--- src/rtl/fib_bcd_display.sv ---
// rtl/fib_bcd_display.sv - Fibonacci value to 5-digit BCD and multiplexed 7-segment display
//
// Ports:
//   clk       system clock
//   rst       synchronous active-high reset
//   f_valid   input value valid, sampled each rising edge
//   f_out     16-bit unsigned value to display
//   d_busy    high while a conversion is in progress (CONV or LOAD)
//   bcd_valid one-clock pulse when bcd_out takes a new value
//   bcd_out   packed BCD of the displayed value, digit 4 most significant
//   an        active-low one-hot digit enables, an[0] least significant digit
//   seg       active-low segments, seg[6:0] = gfedcba, seg[7] = dp (always 1)

module fib_bcd_display #(
    parameter int SCAN_DIV = 50000
) (
    input  logic        clk,
    input  logic        rst,
    input  logic        f_valid,
    input  logic [15:0] f_out,
    output logic        d_busy,
    output logic        bcd_valid,
    output logic [19:0] bcd_out,
    output logic [4:0]  an,
    output logic [7:0]  seg
);

    localparam int CW = (SCAN_DIV > 2) ? $clog2(SCAN_DIV) : 1;
    localparam logic [CW-1:0] SCAN_LAST = CW'(SCAN_DIV - 1);

    typedef enum logic [1:0] {
        IDLE,
        CONV,
        LOAD
    } state_t;

    state_t      state, state_next;
    logic [15:0] bin, bin_next;
    logic [19:0] bcd, bcd_next, bcd_adj;
    logic [3:0]  step, step_next;
    logic [15:0] pend_val, pend_val_next;
    logic        pend_full, pend_full_next;
    logic [19:0] bcd_out_next;
    logic        bcd_valid_next;
    logic        d_busy_next;

    logic [CW-1:0] scan_cnt;
    logic [2:0]    digit_idx;
    logic [3:0]    cur_nib;
    logic          cur_blank;
    logic [4:0]    an_next;
    logic [7:0]    seg_next;

    // Double-dabble correction: any nibble >= 5 gets +3 before the shift.
    always_comb begin
        bcd_adj = '0;
        for (int i = 0; i < 5; i++) begin
            bcd_adj[4*i +: 4] = (bcd[4*i +: 4] >= 4'd5) ? bcd[4*i +: 4] + 4'd3
                                                         : bcd[4*i +: 4];
        end
    end

    always_ff @(posedge clk) begin
        if (rst) begin
            state     <= IDLE;
            bin       <= '0;
            bcd       <= '0;
            step      <= '0;
            pend_val  <= '0;
            pend_full <= 1'b0;
            bcd_out   <= '0;
            bcd_valid <= 1'b0;
            d_busy    <= 1'b0;
        end else begin
            state     <= state_next;
            bin       <= bin_next;
            bcd       <= bcd_next;
            step      <= step_next;
            pend_val  <= pend_val_next;
            pend_full <= pend_full_next;
            bcd_out   <= bcd_out_next;
            bcd_valid <= bcd_valid_next;
            d_busy    <= d_busy_next;
        end
    end

    always_comb begin
        state_next     = state;
        bin_next       = bin;
        bcd_next       = bcd;
        step_next      = step;
        pend_val_next  = pend_val;
        pend_full_next = pend_full;
        bcd_out_next   = bcd_out;
        bcd_valid_next = 1'b0;
        d_busy_next    = d_busy;

        case (state)
            IDLE: begin
                if (f_valid) begin
                    bin_next    = f_out;
                    bcd_next    = '0;
                    step_next   = '0;
                    state_next  = CONV;
                    d_busy_next = 1'b1;
                end
            end
            CONV: begin
                bcd_next  = {bcd_adj[18:0], bin[15]};
                bin_next  = {bin[14:0], 1'b0};
                step_next = step + 4'd1;
                if (step == 4'd15) begin
                    state_next = LOAD;
                end
                // Single-entry holding slot; only the newest arrival survives.
                if (f_valid) begin
                    pend_val_next  = f_out;
                    pend_full_next = 1'b1;
                end
            end
            LOAD: begin
                bcd_out_next   = bcd;
                bcd_valid_next = 1'b1;
                pend_full_next = 1'b0;
                if (f_valid || pend_full) begin
                    // A value arriving in this very cycle is newer than the held one.
                    bin_next    = f_valid ? f_out : pend_val;
                    bcd_next    = '0;
                    step_next   = '0;
                    state_next  = CONV;
                    d_busy_next = 1'b1;
                end else begin
                    state_next  = IDLE;
                    d_busy_next = 1'b0;
                end
            end
            default: begin
                state_next  = IDLE;
                d_busy_next = 1'b0;
            end
        endcase
    end

    // Display scan runs independently of the conversion.
    always_ff @(posedge clk) begin
        if (rst) begin
            scan_cnt  <= '0;
            digit_idx <= '0;
        end else if (scan_cnt == SCAN_LAST) begin
            scan_cnt  <= '0;
            digit_idx <= (digit_idx == 3'd4) ? 3'd0 : digit_idx + 3'd1;
        end else begin
            scan_cnt <= scan_cnt + 1'b1;
        end
    end

    // A digit is blank when it and every digit above it are zero; digit 0 always shows.
    always_comb begin
        cur_nib   = bcd_out[3:0];
        cur_blank = 1'b0;
        case (digit_idx)
            3'd0: begin
                cur_nib   = bcd_out[3:0];
                cur_blank = 1'b0;
            end
            3'd1: begin
                cur_nib   = bcd_out[7:4];
                cur_blank = (bcd_out[19:4] == 16'd0);
            end
            3'd2: begin
                cur_nib   = bcd_out[11:8];
                cur_blank = (bcd_out[19:8] == 12'd0);
            end
            3'd3: begin
                cur_nib   = bcd_out[15:12];
                cur_blank = (bcd_out[19:12] == 8'd0);
            end
            3'd4: begin
                cur_nib   = bcd_out[19:16];
                cur_blank = (bcd_out[19:16] == 4'd0);
            end
            default: begin
                cur_nib   = 4'd0;
                cur_blank = 1'b1;
            end
        endcase
    end

    always_comb begin
        an_next = ~(5'b00001 << digit_idx);
        if (cur_blank) begin
            seg_next = 8'hFF;
        end else begin
            case (cur_nib)
                4'd0:    seg_next = 8'hC0;
                4'd1:    seg_next = 8'hF9;
                4'd2:    seg_next = 8'hA4;
                4'd3:    seg_next = 8'hB0;
                4'd4:    seg_next = 8'h99;
                4'd5:    seg_next = 8'h92;
                4'd6:    seg_next = 8'h82;
                4'd7:    seg_next = 8'hF8;
                4'd8:    seg_next = 8'h80;
                4'd9:    seg_next = 8'h90;
                default: seg_next = 8'hFF;
            endcase
        end
    end

    always_ff @(posedge clk) begin
        if (rst) begin
            an  <= 5'b11111;
            seg <= 8'hFF;
        end else begin
            an  <= an_next;
            seg <= seg_next;
        end
    end

endmodule
--- config.mk ---
export PLATFORM = sky130hd
export DESIGN_NAME = fib_bcd_display
export DESIGN_NICKNAME = d
export VERILOG_FILES = /design/src/rtl/fib_bcd_display.sv
export SDC_FILE = /design/constraint.sdc
export NUM_CORES = 1
export LEC_CHECK = 0
export ABC_AREA = 1
export BUFFER_PORTS_ARGS = -buffer_cell sky130_fd_sc_hd__buf_2
export CAP_MARGIN = 30
export CORE_ASPECT_RATIO = 0.9
export CORE_MARGIN = 10
export CORE_UTILIZATION = 54
export DETAILED_ROUTE_END_ITERATION = 16
export PLACE_DENSITY_LB_ADDON = 0.1
export SYNTH_ARGS = -nofsm -noshare
export SYNTH_HDL_FRONTEND = slang
export SYNTH_SLANG_ARGS = --single-unit
export TNS_END_PERCENT = 10
--- constraint.sdc ---
create_clock -name clk -period 1.8 [get_ports clk]
set_input_delay 0 -clock clk [delete_from_list [all_inputs] [get_ports clk]]
set_output_delay 0 -clock clk [all_outputs]
set_load 0.02 [all_outputs]
After elaboration in Yosys (flattened, before gate mapping)
Memories as Yosys holds them, arrays and structs flattened. A register that Yosys moved wholly into a read port is not among the register bits.
Cells that the tools add are included.
Storage, ports and cells
  memories: 1
  input bits: 19
  register bits: 113
  output and inout bits: 35
  ROM bits: 112
Operators by class
  multiplexer cells: 27
  bitwise gates (word level): 2
  $lt $le $gt $ge: 5
  shift-type cells: 1
  add/subtract/negate cells: 8
  reductions and logical operators: 15
  equal/unequal tests: 12
Memories
  (no name shown): depth 16, width 7, read ports 1, clocked after Yosys merged registers in 1, wr ports 0, line 194  | case (cur_nib)
Operators with widths (count)
  $pmux W20 S3: 1
  $mux W16: 3
  $pmux W16 S3: 1
  $mux W20: 2
  $mux W4: 6
  $ge A4 B3 Y1 const B: 5
  $pmux W4 S5: 1
  $add A16 B1 Y16 const B: 1
  $add A4 B2 Y4 const B: 4
  $eq A16 B16 Y1 const B: 1
  $logic_not A16 Y1: 1
  $logic_not A12 Y1: 1
  $pmux W4 S3: 1
  $logic_not A8 Y1: 1
  $ne A2 B2 Y1 const B: 4
  $eq A3 B2 Y1 const B: 2
  $mux W3: 2
  $pmux W2 S3: 1
  $reduce_and A2 Y1: 3
  $not A5 Y5: 1
  $pmux W1 S5: 1
  $shl A1 B3 Y5 const A: 1
  $add A4 B1 Y4 const B: 1
  $eq A4 B4 Y1 const B: 1
  other kinds (19): 24

Logic depth before layout (Yosys ltp)
  word-level depth: 3
  mapped depth: 16
  mapped depth without buffers: 15

Least setup slack after synthesis
No wires, ideal clock.
  path kind: register to register
  start point: reg digit_idx[0]
  end point: reg seg[3]
  arrival: 1714 ps
  cell stages (with the launch flop): 16
  data required time: 1667 ps
  path slack: -46 ps
  path buffers: 1
  setup time: 133 ps
  period minus slack after synthesis: 1846 ps
  cell sequence: dfxtp_1 -> inv_1 -> ha_1 -> buf_2 -> nand2_1 -> inv_1 -> nand2_1 -> nand2_1 -> nor2_1 -> nand2_1 -> inv_1 -> ha_1 -> inv_1 -> nand2_1 -> nand3_1 -> nand3_1
On the way
  longest elaborated chain between the ends: 3
  elaborated cells on any way between the ends: 8
  those cells by class: eq/ne (4); mux (2); reduce/logical (2)
RTL lines
  start, declared: line 48  | logic [2:0] digit_idx;
  start signal, assigned: line 151  | digit_idx <= (digit_idx == 3'd4) ? 3'd0 : digit_idx + 3'd1;
  $eq A3 B3 Y1 (tied with other cells): line 161  | case (digit_idx)
  $pmux W1 S5: line 161
  $reduce_or A2 Y1 (no source line)
  end, declared: line 25  | output logic [7:0] seg
Parallel ways exist; a longest one is shown, timed or not.
A chain may end at the register's enable or synchronous reset.

Final worst setup path
  start point: reg digit_idx[0]
  end point: reg seg[4]
The elaborated chain is that of the path after synthesis.

==> metrics.txt <==
# TYPE chip_impl_metric gauge
chip_impl_metric{name="layout.nets",unit=""} 945
chip_impl_info{name="rsz_0062_raised_after_global_routing",value="yes"} 1
chip_impl_metric{name="critPathArrivalTime",unit="ns"} 1.96
chip_impl_info{name="worstPathCellList",value="inv_4 > ha_4 > nand2_2 > inv_2 > nand2_1 > nand2_1 > nor2_2 > nand2_2 > inv_2 > ha_1 > nand3_2 > nand2_1 > inv_1 > nor2_1 > nand2_1"} 1
chip_impl_metric{name="dr.first_iter.drc_count",unit=""} 459
chip_impl_metric{name="synthMuxAreaShare",unit="%"} 0
chip_impl_metric{name="cts-buffers-inserted",unit=""} 9
chip_impl_metric{name="die_height",unit="um"} 118
chip_impl_metric{name="placement_rows",unit=""} 35
chip_impl_info{name="whs_endpoint",value="bcd[8]"} 1
chip_impl_metric{name="dp_cells",unit=""} 998
chip_impl_metric{name="final_cell_count_no_fill",unit=""} 1032
chip_impl_metric{name="ios",unit=""} 54
chip_impl_info{name="worstHoldStart",value="rst"} 1
chip_impl_metric{name="clk_transition_reported_paths",unit="ns"} 0.07
chip_impl_metric{name="synth.ff_latch_count",unit=""} 112
chip_impl_metric{name="cp.buffers_inverters",unit=""} 4
chip_impl_metric{name="grt-ovfl-total",unit=""} 0
chip_impl_metric{name="place.detailed.hpwl",unit="um"} 9900
chip_impl_info{name="timing.critical_path.from_type",value="flop"} 1
chip_impl_metric{name="post_synth_and_or_nand_nor_area_fraction",unit="%"} 29.4
chip_impl_metric{name="wl_per_cell",unit="um"} 13.9
chip_impl_metric{name="clock_sink_count",unit=""} 112
chip_impl_metric{name="floorplan.core_area",unit="um^2"} 10300
chip_impl_metric{name="cts_max_level",unit=""} 3
chip_impl_metric{name="ir_worst_vdd",unit="V"} 0.000658
chip_impl_metric{name="period_minus_slack",unit="ns"} 1.72
chip_impl_metric{name="slew_violations",unit=""} 0
chip_impl_metric{name="start_util",unit="%"} 55.5
chip_impl_metric{name="worst-r2r-setup-slack",unit="ns"} 0.08
chip_impl_metric{name="hold_path_depth",unit=""} 3
chip_impl_metric{name="final_min_period_over_clock_period",unit="%"} 95.7
chip_impl_metric{name="fin_hold_viols",unit=""} 0
chip_impl_metric{name="synth_largest_type_area_fraction",unit="%"} 39.2
chip_impl_metric{name="power.static_leakage",unit="nW"} 3.02
chip_impl_metric{name="ys.warnings.count",unit=""} 0
chip_impl_metric{name="yosysSeqAreaShare",unit="%"} 39.2
chip_impl_metric{name="port_buffers",unit=""} 52
chip_impl_info{name="ctsRootBufferMaster",value="sky130_fd_sc_hd__clkbuf_16"} 1
chip_impl_metric{name="setup_viol",unit=""} 0
chip_impl_metric{name="synthDistinctLibCells",unit=""} 30
chip_impl_metric{name="place_worst_setup_slack",unit="ns"} -0.0247
chip_impl_info{name="hp-class",value="input pin to flop"} 1
chip_impl_metric{name="postSynthNetCount",unit=""} 872
chip_impl_metric{name="area_growth",unit="%"} 19.5
chip_impl_metric{name="cts_max_path_buffers",unit=""} 2
chip_impl_info{name="synth_top_cell_by_area",value="sky130_fd_sc_hd__dfxtp_1"} 1
chip_impl_metric{name="floorplan.die_area",unit="um^2"} 15100
chip_impl_metric{name="route.vias.total",unit=""} 5565
chip_impl_info{name="path_delay_family",value="simple AND/OR/NAND/NOR gates"} 1
chip_impl_metric{name="global_route_wire_length_before_repair",unit="um"} 23500
chip_impl_metric{name="grt_usage",unit="%"} 18.2
chip_impl_metric{name="post_synth_fa_ha_maj_area_fraction",unit="%"} 5.69
chip_impl_metric{name="reg2reg_depth",unit=""} 15
chip_impl_info{name="crit_top_cell",value="sky130_fd_sc_hd__nand2_1"} 1
chip_impl_metric{name="postSynthAreaPerCell",unit="um^2"} 6.91
chip_impl_info{name="tritoncts_clock_tree",value="done"} 1
chip_impl_info{name="critical_path.slowest_cell",value="sky130_fd_sc_hd__dfxtp_4"} 1
chip_impl_info{name="setup.worst_path.class",value="flop to flop"} 1
chip_impl_metric{name="yosys.area_share.xor_xnor",unit="%"} 1.69
chip_impl_metric{name="syn-instance-count",unit=""} 827
chip_impl_metric{name="post_synth_instance_area",unit="um^2"} 5710
chip_impl_info{name="run_status",value="finished clean"} 1
chip_impl_metric{name="critPathMaxFanout",unit=""} 6
chip_impl_metric{name="initial_antenna_violation_count",unit=""} 0
chip_impl_metric{name="crit_required",unit="ns"} 2.04
chip_impl_metric{name="worst_skew_pair.late_latency",unit="ns"} 0.34
chip_impl_metric{name="routabilityCongestion",unit=""} 0.911
chip_impl_metric{name="compound_cell_area_share_of_the_yosys_netlist",unit="%"} 15.6
chip_impl_info{name="timing.critical_path.to_type",value="flop"} 1
chip_impl_metric{name="fp.dieW",unit="um"} 128
chip_impl_metric{name="postRouteWirelength",unit="um"} 14300
chip_impl_metric{name="vias_per_cell",unit=""} 5.39
chip_impl_metric{name="pwr_density_cell",unit="nW/um^2"} 835
chip_impl_metric{name="crit_path_max_incr_delay",unit="ns"} 0.39
chip_impl_metric{name="antennaDiodeCount",unit=""} 0
chip_impl_info{name="reg2reg_from",value="digit_idx[0]"} 1
chip_impl_info{name="yosys-top-cells-area",value="sky130_fd_sc_hd__dfxtp_1 39%, sky130_fd_sc_hd__nand2_1 12%, sky130_fd_sc_hd__nor2_1 6.7%"} 1
chip_impl_metric{name="postRouteAntennaNets",unit=""} 0
chip_impl_metric{name="worst_clock_skew_on_the_final_layout",unit="ns"} 0.00689
chip_impl_info{name="main_combinational_cell_family_by_area_after_synthesis",value="simple AND/OR/NAND/NOR gates"} 1
chip_impl_metric{name="share_of_post_route_cells_with_drive_strength_above_1",unit="%"} 17.3
chip_impl_metric{name="grt_max_degree",unit=""} 36
chip_impl_metric{name="first_global_vias",unit=""} 5048
chip_impl_info{name="worstReg2RegEnd",value="seg[4]"} 1
chip_impl_metric{name="number_of_violations_of_the_max_capacitance_limit",unit=""} 0
chip_impl_metric{name="least_setup_slack_across_all_paths_after_layout",unit="ns"} 0.0777
chip_impl_metric{name="timing.fmax",unit="GHz"} 0.581
chip_impl_metric{name="cp.depth",unit=""} 15
chip_impl_metric{name="remaining_drc_errors",unit=""} 0
chip_impl_metric{name="drt-pass1-iter-count",unit=""} 5
-- Yosys cell counts (all sizes together) --
library cell  count
inv              78
xor2             10
a211oi            1
xnor2             1
nor3             15
nand3b            1
o21ai            91
buf              17
a21oi            68
o211ai            8
or2              17
clkbuf           20
nand2           176
nor2            104
conb              1
nand3            67
nand4            12
ha               26
a31oi             2
dfxtp           112
-- tightest hold or removal path, stage by stage --
cell and delay (ns):
sky130_fd_sc_hd__buf_2 0.11, sky130_fd_sc_hd__buf_4 0.25, sky130_fd_sc_hd__nor2_1 0.13
-- cells in the final DEF, fill, tap and decap left out, types with 8 or more instances in the layout --
master / instances
sky130_fd_sc_hd__a21oi_1: 68
sky130_fd_sc_hd__nor2_1: 100
sky130_fd_sc_hd__xor2_1: 10
sky130_fd_sc_hd__ha_1: 18
sky130_fd_sc_hd__inv_1: 68
sky130_fd_sc_hd__clkbuf_16: 9
sky130_fd_sc_hd__nand2_1: 168
sky130_fd_sc_hd__or2_2: 17
sky130_fd_sc_hd__buf_2: 52
sky130_fd_sc_hd__o21ai_1: 19
sky130_fd_sc_hd__nand4_1: 12
sky130_fd_sc_hd__nand3_1: 60
sky130_fd_sc_hd__dfxtp_1: 110
sky130_fd_sc_hd__dlygate4sd3_1: 16
sky130_fd_sc_hd__buf_4: 27
sky130_fd_sc_hd__o21ai_0: 72
sky130_fd_sc_hd__nand2_2: 8
sky130_fd_sc_hd__nor3_1: 14
-- flip-flops by register name, summed over array words and instances (netlist names), 2 cells and up --
name and count:
scan_cnt 16, pend_val 16, bcd 20, seg 7, bcd_out 20, digit_idx 3, bin 16, state 2
an 5, step 4
-- what timing repair did --
item,in CTS,in global routing
setup buffers,0,3
endpoints found under the hold margin,16,0
hold buffers,16,0
pin swaps,0,11
resized for setup,3,39
setup endpoints to repair,2,34
cloned,0,1
-- layer usage --
metal  global-route usage [%]  vias to the layer above  part of all wire (%)
met4                     5.06                        0                   1.4
li1                         -                     2844                     -
met2                     28.7                      128                    47
met1                     24.3                     2572                    47
met5                        0                        -                     0
met3                     3.69                       21                   4.4
-- cell type report --
type                            count  area (um^2)
Clock inverter                      3         67.6
Sequential cell                   112         2250
Timing Repair inverter              1         7.51
Tap cell                          129          161
Inverter                           78          305
Multi-Input combinational cell    600         3120
Fill cell                         897         3460
Timing Repair Buffer               98          674
Clock buffer                       11          243
-- logic make-up (layout without fill, tap and decap cells) --
family,Yosys count,in the layout
compound gates,170,170
simple gates,392,392
xor+xnor,11,11
flops,112,112
fa+ha+maj,26,26
buf+inv,115,191
other cells,1,1
-- power by group --
| part | internal [mW] | switching, mW |
|---|---|---|
| clock network | 1.24 | 0.854 |
| registers | 2.62 | 0.0908 |
| logic | 0.337 | 0.560 |
| total | 4.20 | 1.51 |
-- how the worst max path moves through the flow --
stage,from,endpoint,slack (ns)
final,digit_idx[0],seg[4],0.08
after global routing,digit_idx[0],seg[4],-0.04
after CTS,digit_idx[0],seg[3],0.03
after detailed placement,digit_idx[1],seg[3],-0.02
after global placement,digit_idx[0],seg[3],0.07
after floorplan,digit_idx[2],seg[3],-0.01
-- metrics by stage --
stage / area, um^2 / util [%] / setup TNS (ns) / hold slack, ns / power (mW)
5_1_grt: 6830 / 66.3 / -0.210 / 0.207 / 5.97
3_5_place_dp: 6180 / 60.0 / -0.0376 / 0.261 / 3.61
4_1_cts: 6660 / 64.7 / 0 / 0.171 / 5.73
3_3_place_gp: 6180 / 60.0 / 0 / 0.249 / 3.58
6_report: 6830 / 66.3 / 0 / 0.179 / 5.70
2_1_floorplan: 5720 / - / -0.0101 / 0.135 / 3.37
(Power assumes the default switching activity.)
